===== src/rtl/sine_rom_scheduler.sv =====
// Shares one synchronous sine ROM between two phase-accumulator playback channels.
// Optional channel-1 phase offset port is enabled with SINE_ROM_SCHED_PHASE_OFFSET_EN.
//
// state | meaning
// IDLE  | waiting for an enabled tick
// RD0   | channel 0 address on the ROM bus
// RD1   | channel 1 address on the ROM bus, channel 0 word arriving
// CAP1  | channel 1 word arriving
module sine_rom_scheduler #(
   parameter int ADDR_WIDTH  = 6,
   parameter int DATA_WIDTH  = 32,
   parameter int PHASE_WIDTH = 16
) (
   input  logic                   clk,
   input  logic                   rst,
   input  logic                   tick,
   input  logic                   enable,
   input  logic [PHASE_WIDTH-1:0] step0,
   input  logic [PHASE_WIDTH-1:0] step1,
`ifdef SINE_ROM_SCHED_PHASE_OFFSET_EN
   input  logic [PHASE_WIDTH-1:0] phase_off1,
`endif
   output logic                   rom_en,
   output logic [ADDR_WIDTH-1:0]  rom_addr,
   input  logic [DATA_WIDTH-1:0]  rom_data,
   output logic [DATA_WIDTH-1:0]  ch0_data,
   output logic                   ch0_valid,
   output logic [DATA_WIDTH-1:0]  ch1_data,
   output logic                   ch1_valid,
   output logic                   busy,
   output logic                   overrun
);

   localparam int PW = PHASE_WIDTH;
   localparam int AW = ADDR_WIDTH;

   typedef enum logic [1:0] {IDLE, RD0, RD1, CAP1} state_t;

   state_t        state_q, state_d;
   logic [PW-1:0] acc0, acc1, phase1;
   logic [AW-1:0] addr1_q;
   logic          start, drop;

`ifdef SINE_ROM_SCHED_PHASE_OFFSET_EN
   assign phase1 = acc1 + phase_off1;
`else
   assign phase1 = acc1;
`endif

   always_ff @(posedge clk) begin
      if (rst) state_q <= IDLE;
      else     state_q <= state_d;
   end

   always_comb begin
      state_d = state_q;
      case (state_q)
         IDLE:    if (tick && enable) state_d = RD0;
         RD0:     state_d = RD1;
         RD1:     state_d = CAP1;
         CAP1:    state_d = IDLE;
         default: state_d = IDLE;
      endcase
   end

   always_comb begin
      busy  = (state_q != IDLE);
      start = (state_q == IDLE) && tick && enable;
      drop  = (state_q != IDLE) && tick && enable;
   end

   always_ff @(posedge clk) begin
      if (rst) begin
         acc0      <= '0;
         acc1      <= '0;
         addr1_q   <= '0;
         rom_en    <= 1'b0;
         rom_addr  <= '0;
         ch0_data  <= '0;
         ch1_data  <= '0;
         ch0_valid <= 1'b0;
         ch1_valid <= 1'b0;
         overrun   <= 1'b0;
      end else begin
         ch0_valid <= 1'b0;
         ch1_valid <= 1'b0;
         rom_en    <= start || (state_q == RD0);
         if (drop) overrun <= 1'b1;
         if (start) begin
            // Addresses come from the pre-increment phase, so the first tick reads 0.
            rom_addr <= acc0[PW-1:PW-AW];
            addr1_q  <= phase1[PW-1:PW-AW];
            acc0     <= acc0 + step0;
            acc1     <= acc1 + step1;
         end
         if (state_q == RD0) rom_addr <= addr1_q;
         if (state_q == RD1) begin
            ch0_data  <= rom_data;
            ch0_valid <= 1'b1;
         end
         if (state_q == CAP1) begin
            ch1_data  <= rom_data;
            ch1_valid <= 1'b1;
         end
      end
   end

endmodule


===== config.mk =====
export PLATFORM = sky130hd
export DESIGN_NAME = sine_rom_scheduler
export DESIGN_NICKNAME = d
export VERILOG_FILES = /design/src/rtl/sine_rom_scheduler.sv
export SDC_FILE = /design/constraint.sdc
export NUM_CORES = 1
export LEC_CHECK = 0
export BUFFER_PORTS_ARGS = -buffer_cell sky130_fd_sc_hd__buf_2
export CAP_MARGIN = 20
export CORE_MARGIN = 3
export CORE_UTILIZATION = 40
export DETAILED_ROUTE_END_ITERATION = 8
export PLACE_DENSITY = 0.65
export SLEW_MARGIN = 0
export SYNTH_ARGS = -nofsm -noshare
export SYNTH_HDL_FRONTEND = slang
export SYNTH_SLANG_ARGS = --single-unit

===== constraint.sdc =====
create_clock -name clk -period 2.16 [get_ports clk]
set_input_delay 0.54 -clock clk [delete_from_list [all_inputs] [get_ports clk]]
set_output_delay 0.54 -clock clk [all_outputs]
set_load 0.005 [all_outputs]

==> impl_metrics.xml, run 1 <==
<?xml version="1.0" encoding="UTF-8"?>
<metrics>
  <group name="outcome">
    <metric name="run_status" unit="">finished, final reports clean</metric>
  </group>
  <group name="pwr">
    <metric name="share_comb_of_total_power" unit="">0.299</metric>
    <metric name="p_seq_frac" unit="">0.329</metric>
    <metric name="p_leak" unit="nW">3.36</metric>
    <metric name="p_sw" unit="mW">2.44</metric>
    <metric name="power-per-cell-area" unit="nW/um^2">1020</metric>
    <metric name="power_switching_share" unit="">0.314</metric>
    <metric name="internal_power" unit="mW">5.34</metric>
    <metric name="worst_ir_drop_vdd" unit="uV">487</metric>
    <metric name="power.share.clock" unit="">0.372</metric>
  </group>
  <group name="timing">
    <metric name="setup_slack" unit="ns">0.0516</metric>
    <metric name="skew" unit="ns">0.00942</metric>
    <metric name="worst_slew_margin_rel" unit="">0.630</metric>
    <metric name="worst_slew_pin_slew" unit="ns">0.555</metric>
    <metric name="hold_violations" unit="">0</metric>
    <metric name="post-route-min-period" unit="ns">2.11</metric>
    <metric name="report.final.slew_viol_count" unit="">0</metric>
    <metric name="fin_crit_sh" unit="">0.976</metric>
    <metric name="fmax" unit="MHz">474</metric>
    <metric name="report.final.setup_viol" unit="">0</metric>
    <metric name="setup_total_negative_slack" unit="ns">0</metric>
  </group>
  <group name="final_layout">
    <metric name="finalCoreUtilization" unit="">0.566</metric>
    <metric name="layout-drive-gt1-share" unit="">0.316</metric>
    <metric name="diodes" unit="">0</metric>
    <metric name="flow.area_growth_from_synthesis" unit="%">36.2</metric>
    <metric name="final_net_count" unit="">935</metric>
  </group>
  <group name="cts">
    <metric name="cts_hold_repair.buffers" unit="">0</metric>
    <metric name="cts-buffers-inserted" unit="">17</metric>
    <metric name="cts-root-buf" unit="">clkbuf_16</metric>
    <metric name="clk_path_buf_depth" unit="">2</metric>
    <metric name="clock_insertion_delay_worst_skew" unit="ns">0.41</metric>
    <metric name="cts_tree" unit="">built</metric>
    <metric name="path_clk_slew" unit="ns">0.06</metric>
    <metric name="htree_levels" unit="">4</metric>
    <metric name="clock_sink_count" unit="">114</metric>
  </group>
  <group name="floorplan">
    <metric name="starting_density_of_the_core" unit="">0.416</metric>
    <metric name="design.portCount" unit="">143</metric>
    <metric name="core_area" unit="um^2">13500</metric>
    <metric name="area_enclosed_by_the_die_boundary" unit="um^2">15500</metric>
    <metric name="row_count" unit="">42</metric>
    <metric name="die_w" unit="um">124</metric>
    <metric name="floorplan.die.height" unit="um">124</metric>
  </group>
  <group name="placement">
    <metric name="hpwlAfterDp" unit="mm">11.3</metric>
    <metric name="number_of_input_and_output_port_buffers_inserted" unit="">142</metric>
    <metric name="preCtsSetupSlack" unit="ns">-0.326</metric>
    <metric name="finalWeightedCongestion" unit="">0.860</metric>
  </group>
  <group name="routing">
    <metric name="route.detailed.wl_per_inst" unit="um">15.1</metric>
    <metric name="drc" unit="">0</metric>
    <metric name="antenna_left" unit="">0</metric>
    <metric name="detail_route.first_pass.iterations" unit="">5</metric>
    <metric name="dr_total_vias" unit="">5308</metric>
    <metric name="detail_route.wirelength" unit="mm">15.4</metric>
    <metric name="drt_iter0_drc" unit="">292</metric>
    <metric name="drt-vias-per-instance" unit="">5.20</metric>
  </group>
  <group name="logic_synthesis">
    <metric name="syn-instance-count" unit="">643</metric>
    <metric name="ys.flop_type" unit="">dfxtp_1</metric>
    <metric name="synth_area_per_cell" unit="um^2">8.73</metric>
    <metric name="post_synth_num_cell_types" unit="">57</metric>
    <metric name="net_count_after_synthesis" unit="">747</metric>
    <metric name="post_synth_and_or_nand_nor_area_fraction" unit="">0.190</metric>
    <metric name="edff_count_synth" unit="">0</metric>
    <metric name="synth.yosys.seq_area_share" unit="">0.407</metric>
    <metric name="async_set_or_reset_register_ratio_after_synthesis" unit="">0</metric>
    <metric name="muxShareOfSynthArea" unit="">0.120</metric>
    <metric name="synth.cell_area" unit="um^2">5610</metric>
    <metric name="synthAdderAreaFrac" unit="">0.0829</metric>
    <metric name="synth-compound-area-share" unit="">0.141</metric>
    <metric name="synth_top_family_by_area" unit="">simple AND/OR/NAND/NOR gates</metric>
    <metric name="ys_seq_elements" unit="">114</metric>
    <metric name="post_synth_xor_area_fraction" unit="">0.0219</metric>
    <metric name="synthesis.yosys.warnings" unit="">0</metric>
  </group>
  <group name="worst_setup_path">
    <metric name="launching_element_type_of_the_critical_path" unit="">register</metric>
    <metric name="cp_num_buf_inv" unit="">0</metric>
    <metric name="crit_arrival" unit="ns">2.40</metric>
    <metric name="crit_chain" unit="">ha_1, fa_2, a21oi_2, o21ai_2, and3_4, o41ai_2, nor4_1, a211o_1</metric>
    <metric name="path_delay_family" unit="">compound AO/OA/AOI/OAI gates</metric>
    <metric name="worstPathMaxFanout" unit="">3</metric>
    <metric name="setup.worst_path.end_class" unit="">register</metric>
    <metric name="critPathSlowestCell" unit="">fa_2</metric>
    <metric name="critical_path.max_stage_delay" unit="ns">0.36</metric>
    <metric name="critical_path_required" unit="ns">2.45</metric>
    <metric name="regToRegSetupSlack" unit="ns">0.05</metric>
    <metric name="critPathKind" unit="">reg -&gt; reg</metric>
  </group>
  <group name="global_routing">
    <metric name="grt_overflow" unit="">0</metric>
    <metric name="largest_net_degree_at_the_start_of_global_routing" unit="">56</metric>
    <metric name="grt_antenna_before_repair" unit="">0</metric>
    <metric name="gr-usage-all-layers" unit="">0.199</metric>
    <metric name="grt_pass1_vias" unit="">5424</metric>
    <metric name="grt_pass1_wl" unit="mm">25.5</metric>
  </group>
  <group name="hold_path">
    <metric name="timing.hold.worst.class" unit="">in -&gt; reg</metric>
  </group>
  <group name="run">
    <metric name="cap_viol_max_count" unit="">0</metric>
  </group>
</metrics>
==> state kept, by name (all words and copies together) (netlist names) <==
name	flops
ch1_data	32
overrun	1
ch1_valid	1
ch0_valid	1
state_q	2
addr1_q	6
acc0	16
acc1	16
rom_en	1
rom_addr	6
ch0_data	32
==> power by group through the flow <==
| stage | Clock (mW) | Sequential [mW] | Combinational, mW |
|---|---|---|---|
| 3_3_place_gp | 0 | 2.59 | 2.20 |
| 4_1_cts | 2.94 | 2.56 | 2.29 |
| 3_5_place_dp | 0 | 2.60 | 2.27 |
| 6_report | 2.89 | 2.56 | 2.32 |
| 5_1_grt | 3.05 | 2.60 | 2.57 |
| 2_1_floorplan | 0 | 2.58 | 1.45 |
==> final timing paths <==
check                                   from      endpoint  cells after the start
worst min register to register       acc0[5]       acc0[5]                      2
worst max-delay path                 acc1[0]      acc1[10]                      8
worst min-delay path            rom_data[16]  ch1_data[16]                      3
worst max register to register       acc1[0]      acc1[10]                      8
==> cells in the mapped netlist, types with 3 or more instances <==
cell type | n | share of area
xnor2_1 | 8 | 0.012
xor2_1 | 6 | 0.0094
or3_1 | 6 | 0.0067
and3_1 | 9 | 0.010
nand2_1 | 74 | 0.049
nor3_1 | 8 | 0.0071
o211ai_1 | 4 | 0.0054
a31oi_1 | 7 | 0.0078
nor2_1 | 90 | 0.060
inv_1 | 11 | 0.0074
mux2i_1 | 67 | 0.12
buf_6 | 3 | 0.0060
nand4_1 | 6 | 0.0067
a21o_1 | 6 | 0.0080
nor4_1 | 3 | 0.0033
a21oi_1 | 58 | 0.052
ha_1 | 34 | 0.076
clkbuf_1 | 28 | 0.019
nor2b_1 | 6 | 0.0067
a311oi_1 | 3 | 0.0047
buf_2 | 3 | 0.0027
o21ai_0 | 18 | 0.016
nand3_1 | 24 | 0.021
a211oi_1 | 3 | 0.0040
o311ai_0 | 3 | 0.0047
dfxtp_1 | 114 | 0.41
o2111ai_1 | 3 | 0.0047
==> through the flow <==
| step | power (mW) | std cells | area [um^2] | hold slack [ns] |
|---|---|---|---|---|
| floorplan | 4.03 | 643 | 5710 | 0.436 |
| detailed placement | 4.86 | 984 | 6970 | 0.454 |
| global placement | 4.79 | 984 | 6970 | 0.444 |
| CTS | 7.79 | 1016 | 7590 | 0.365 |
| global route | 8.21 | 1020 | 7640 | 0.384 |
| finish | 7.77 | 1020 | 7640 | 0.378 |
==> cell usage in the layout, fill, tap and decap left out, types with 6 or more instances in the layout <==
cell type  count
buf_2        141
nor2_1        90
a21oi_1       55
nand2_1       74
nand3_1       23
or3_1          6
nor3_1         8
mux2i_1       67
xor2_1         6
ha_4           6
a31oi_1        7
xnor2_1        8
nor2b_1        6
and3_1         7
a21o_1         6
inv_1         11
o21ai_0       17
dfxtp_1      113
nand4_1        6
ha_1          24
buf_4         61
clkbuf_16     17
clkinv_4       6
==> per-layer routing <==
metal,track usage,part of all wire,vias up
li1,-,-,2656
met1,0.235,0.43,2494
met2,0.337,0.50,125
met3,0.0502,0.045,33
met4,0.0941,0.029,0
met5,0,0,-
==> logic make-up (layout without fill, tap and decap cells) <==
group,Yosys count,count (layout)
buffers and inverters,47,248
xor gates and xnor gates,14,14
AOI/OAI and AO/OA,127,127
DFF,114,114
and+or+nand+nor,238,238
muxes,67,67
adders and majority gates,36,36
==> final cells by class <==
class                      instances  area [um^2]
clock buffer                      18          439
clock inverter                    14          180
fill                            1221         5860
inverter                          11         41.3
multi-input combinational        482         3260
sequential                       114         2280
tap                              176          220
timing repair buffer             205         1220
==> repair_timing <==
item	4_1_cts	5_1_grt
gates resized for setup	0	10
endpoints found under the setup margin	0	11
setup buffers	0	4
==> worst reg2reg max path: stages, from the launching register on <==
cell     delay (ns)
dfxtp_1        0.31
ha_1           0.21
fa_2           0.36
a21oi_2        0.19
o21ai_2        0.09
and3_4         0.19
o41ai_2        0.33
nor4_1         0.10
a211o_1        0.23
(Power assumes the default switching activity.)
==> inputs of run 2 (changes only) <==
- CORE_ASPECT_RATIO: unset -> 0.5
- CORE_MARGIN: 3 -> unset
- PLACE_DENSITY: 0.65 -> unset
- clock period: 2.16 -> 2.3 ns (I/O delays scaled with it)
==> run 2 against run 1 <==
- the flow now finishes with violations (design-rule violations)
- utilization down 2.0 points
- final cell count up 0.88%
- register-to-register slack better by 0.14 ns
- clock skew up 0.0011 ns
- maximum frequency down 0.17%
==> impl_metrics.xml, run 2 (synthesis results as in run 1) <==
<?xml version="1.0" encoding="UTF-8"?>
<metrics>
  <group name="outcome">
    <metric name="run_status" unit="">finished, violations left</metric>
    <metric name="violated_checks" unit="">design-rule violations</metric>
  </group>
  <group name="run">
    <metric name="cap_viol_max_count" unit="">0</metric>
  </group>
  <group name="worst_setup_path">
    <metric name="critPathKind" unit="">reg -&gt; reg</metric>
    <metric name="r2r-start" unit="">acc0[0]</metric>
    <metric name="endpoint" unit="">acc0[12]</metric>
    <metric name="crit_arrival" unit="ns">2.41</metric>
    <metric name="critical_path.max_stage_delay" unit="ns">0.40</metric>
    <metric name="crit_startpoint" unit="">acc0[0]</metric>
    <metric name="rr_endpoint" unit="">acc0[12]</metric>
    <metric name="critPathSlowestCell" unit="">fa_1</metric>
    <metric name="regToRegSetupSlack" unit="ns">0.19</metric>
    <metric name="cp_num_buf_inv" unit="">0</metric>
    <metric name="path_delay_family" unit="">compound AO/OA/AOI/OAI gates</metric>
    <metric name="crit_chain" unit="">ha_1, fa_1, a21oi_1, o21a_1, o21ai_0, a2111oi_0, o31ai_1, and2_1</metric>
    <metric name="worst_r2r_path_depth" unit="">8</metric>
    <metric name="launching_element_type_of_the_critical_path" unit="">register</metric>
    <metric name="setup.worst_path.end_class" unit="">register</metric>
    <metric name="worst-path-stages" unit="">8</metric>
    <metric name="worstPathMaxFanout" unit="">2</metric>
    <metric name="critical_path_required" unit="ns">2.60</metric>
  </group>
  <group name="timing">
    <metric name="report.final.slew_viol_count" unit="">0</metric>
    <metric name="worst_slew_pin_slew" unit="ns">0.429</metric>
    <metric name="skew" unit="ns">0.0105</metric>
    <metric name="report.final.setup_viol" unit="">0</metric>
    <metric name="worst_slew_margin_rel" unit="">0.710</metric>
    <metric name="post-route-min-period" unit="ns">2.11</metric>
    <metric name="setup_total_negative_slack" unit="ns">0</metric>
    <metric name="hold_violations" unit="">0</metric>
    <metric name="setup_slack" unit="ns">0.188</metric>
    <metric name="fmax" unit="MHz">473</metric>
    <metric name="setup_repair_after_global_routing_missed_its_margin" unit="">false</metric>
    <metric name="fin_crit_sh" unit="">0.918</metric>
  </group>
  <group name="cts">
    <metric name="cts-root-buf" unit="">clkbuf_16</metric>
    <metric name="cts-buffers-inserted" unit="">17</metric>
    <metric name="htree_levels" unit="">4</metric>
    <metric name="clock_insertion_delay_worst_skew" unit="ns">0.41</metric>
    <metric name="cts_tree" unit="">built</metric>
    <metric name="clock_sink_count" unit="">114</metric>
    <metric name="cts_hold_repair.buffers" unit="">0</metric>
    <metric name="clk_path_buf_depth" unit="">2</metric>
    <metric name="post-cts-setup-buffers" unit="">0</metric>
    <metric name="path_clk_slew" unit="ns">0.06</metric>
    <metric name="cts_resized" unit="">0</metric>
  </group>
  <group name="routing">
    <metric name="dr_total_vias" unit="">5148</metric>
    <metric name="detail_route.first_pass.iterations" unit="">6</metric>
    <metric name="route.detailed.wl_per_inst" unit="um">13.7</metric>
    <metric name="detail_route.wirelength" unit="mm">14.1</metric>
    <metric name="drt-vias-per-instance" unit="">5.00</metric>
    <metric name="antenna_left" unit="">0</metric>
    <metric name="drc" unit="">2</metric>
    <metric name="drt_iter0_drc" unit="">296</metric>
  </group>
  <group name="placement">
    <metric name="preCtsSetupSlack" unit="ns">-0.194</metric>
    <metric name="dp.cells" unit="">997</metric>
    <metric name="number_of_input_and_output_port_buffers_inserted" unit="">142</metric>
    <metric name="finalWeightedCongestion" unit="">0.845</metric>
    <metric name="hpwlAfterDp" unit="mm">9.97</metric>
  </group>
  <group name="pwr">
    <metric name="worst_ir_drop_vdd" unit="uV">451</metric>
    <metric name="power-per-cell-area" unit="nW/um^2">927</metric>
    <metric name="power.total" unit="mW">6.89</metric>
    <metric name="p_leak" unit="nW">3.30</metric>
  </group>
  <group name="global_routing">
    <metric name="grt_overflow" unit="">0</metric>
    <metric name="gr-usage-all-layers" unit="">0.200</metric>
    <metric name="grt_pass1_wl" unit="mm">23.1</metric>
    <metric name="grt_antenna_before_repair" unit="">0</metric>
    <metric name="largest_net_degree_at_the_start_of_global_routing" unit="">64</metric>
    <metric name="grt_pass1_vias" unit="">4859</metric>
  </group>
  <group name="final_layout">
    <metric name="fillers" unit="">1312</metric>
    <metric name="layout-drive-gt1-share" unit="">0.292</metric>
    <metric name="final_net_count" unit="">928</metric>
    <metric name="finalCoreUtilization" unit="">0.546</metric>
    <metric name="largestRegisters" unit="">ch0_data x32, ch1_data x32</metric>
    <metric name="flow.area_growth_from_synthesis" unit="%">32.5</metric>
    <metric name="area.sequential" unit="um^2">2280</metric>
    <metric name="layout_common_cells" unit="">buf_2 (141), dfxtp_1 (114), nor2_1 (90), nand2_1 (74), mux2i_1 (67)</metric>
    <metric name="area_taken_by_multi_input_logic_gates" unit="um^2">3140</metric>
    <metric name="diodes" unit="">0</metric>
    <metric name="most_common_library_cell_in_the_layout_ignoring_fill_and_taps" unit="">buf_2</metric>
    <metric name="post_layout_nonfiller_instances" unit="">1029</metric>
  </group>
  <group name="floorplan">
    <metric name="area_enclosed_by_the_die_boundary" unit="um^2">14500</metric>
    <metric name="row_count" unit="">30</metric>
    <metric name="design.portCount" unit="">143</metric>
    <metric name="floorplan.die.height" unit="um">85.8</metric>
    <metric name="starting_density_of_the_core" unit="">0.412</metric>
    <metric name="core_area" unit="um^2">13600</metric>
    <metric name="die_w" unit="um">170</metric>
  </group>
  <group name="hold_path">
    <metric name="hold_depth" unit="">3</metric>
    <metric name="timing.hold.worst.class" unit="">in -&gt; reg</metric>
  </group>
</metrics>
-- run 2: cell types whose count changed in the layout (fill, tap and decap cells not counted), sizes merged --
cell,change
inv,+1
clkinvlp,+2
bufinv,-3
buf,-7
-- run 2: area by class of cell --
type / instances / share of cell area
multi-input combinational: 482 / 0.423
sequential: 114 / 0.307
timing repair buffer: 198 / 0.159
clock buffer: 18 / 0.0591
tap: 192 / 0.0323
clock inverter: 14 / 0.0143
inverter: 11 / 0.00555
-- run 2: worst min-delay path by stage --
stage | startpoint | to | slack [ns]
6_report | rom_data[0] | ch1_data[0] | 0.41
5_1_grt | rom_data[0] | ch1_data[0] | 0.41
4_1_cts | rom_data[11] | ch0_data[11] | 0.41
3_5_place_dp | acc1[4] | acc1[4] | 0.45
3_3_place_gp | acc0[5] | acc0[5] | 0.44
2_1_floorplan | acc0[3] | acc0[3] | 0.44
-- run 2: through the flow --
step / hold WS, ns / cell area [um^2]
2_1_floorplan: 0.436 / 5630
3_3_place_gp: 0.443 / 6890
3_5_place_dp: 0.452 / 6890
4_1_cts: 0.406 / 7440
5_1_grt: 0.409 / 7440
6_report: 0.413 / 7440
-- run 2: worst register-to-register path: stages (launching register included) --
cell and delay, ns:
dfxtp_1 0.31, ha_1 0.21, fa_1 0.40, a21oi_1 0.19, o21a_1 0.16, o21ai_0 0.09, a2111oi_0 0.38, o31ai_1 0.10
and2_1 0.16
-- run 2: routing by layer --
metal	routed length, um	share of wire	vias up	GRT usage
li1	-	-	2641	-
met1	7000	0.50	2405	0.258
met2	6490	0.46	94	0.334
met3	554	0.039	8	0.0448
met4	91	0.0064	0	0.0663
met5	0	0	-	0
-- run 2: power by group --
group	total [mW]	switching [mW]	internal [mW]
registers	2.39	0.152	2.24
logic	2.06	1.10	0.964
clock network	2.44	1.02	1.41
total	6.89	2.27	4.62
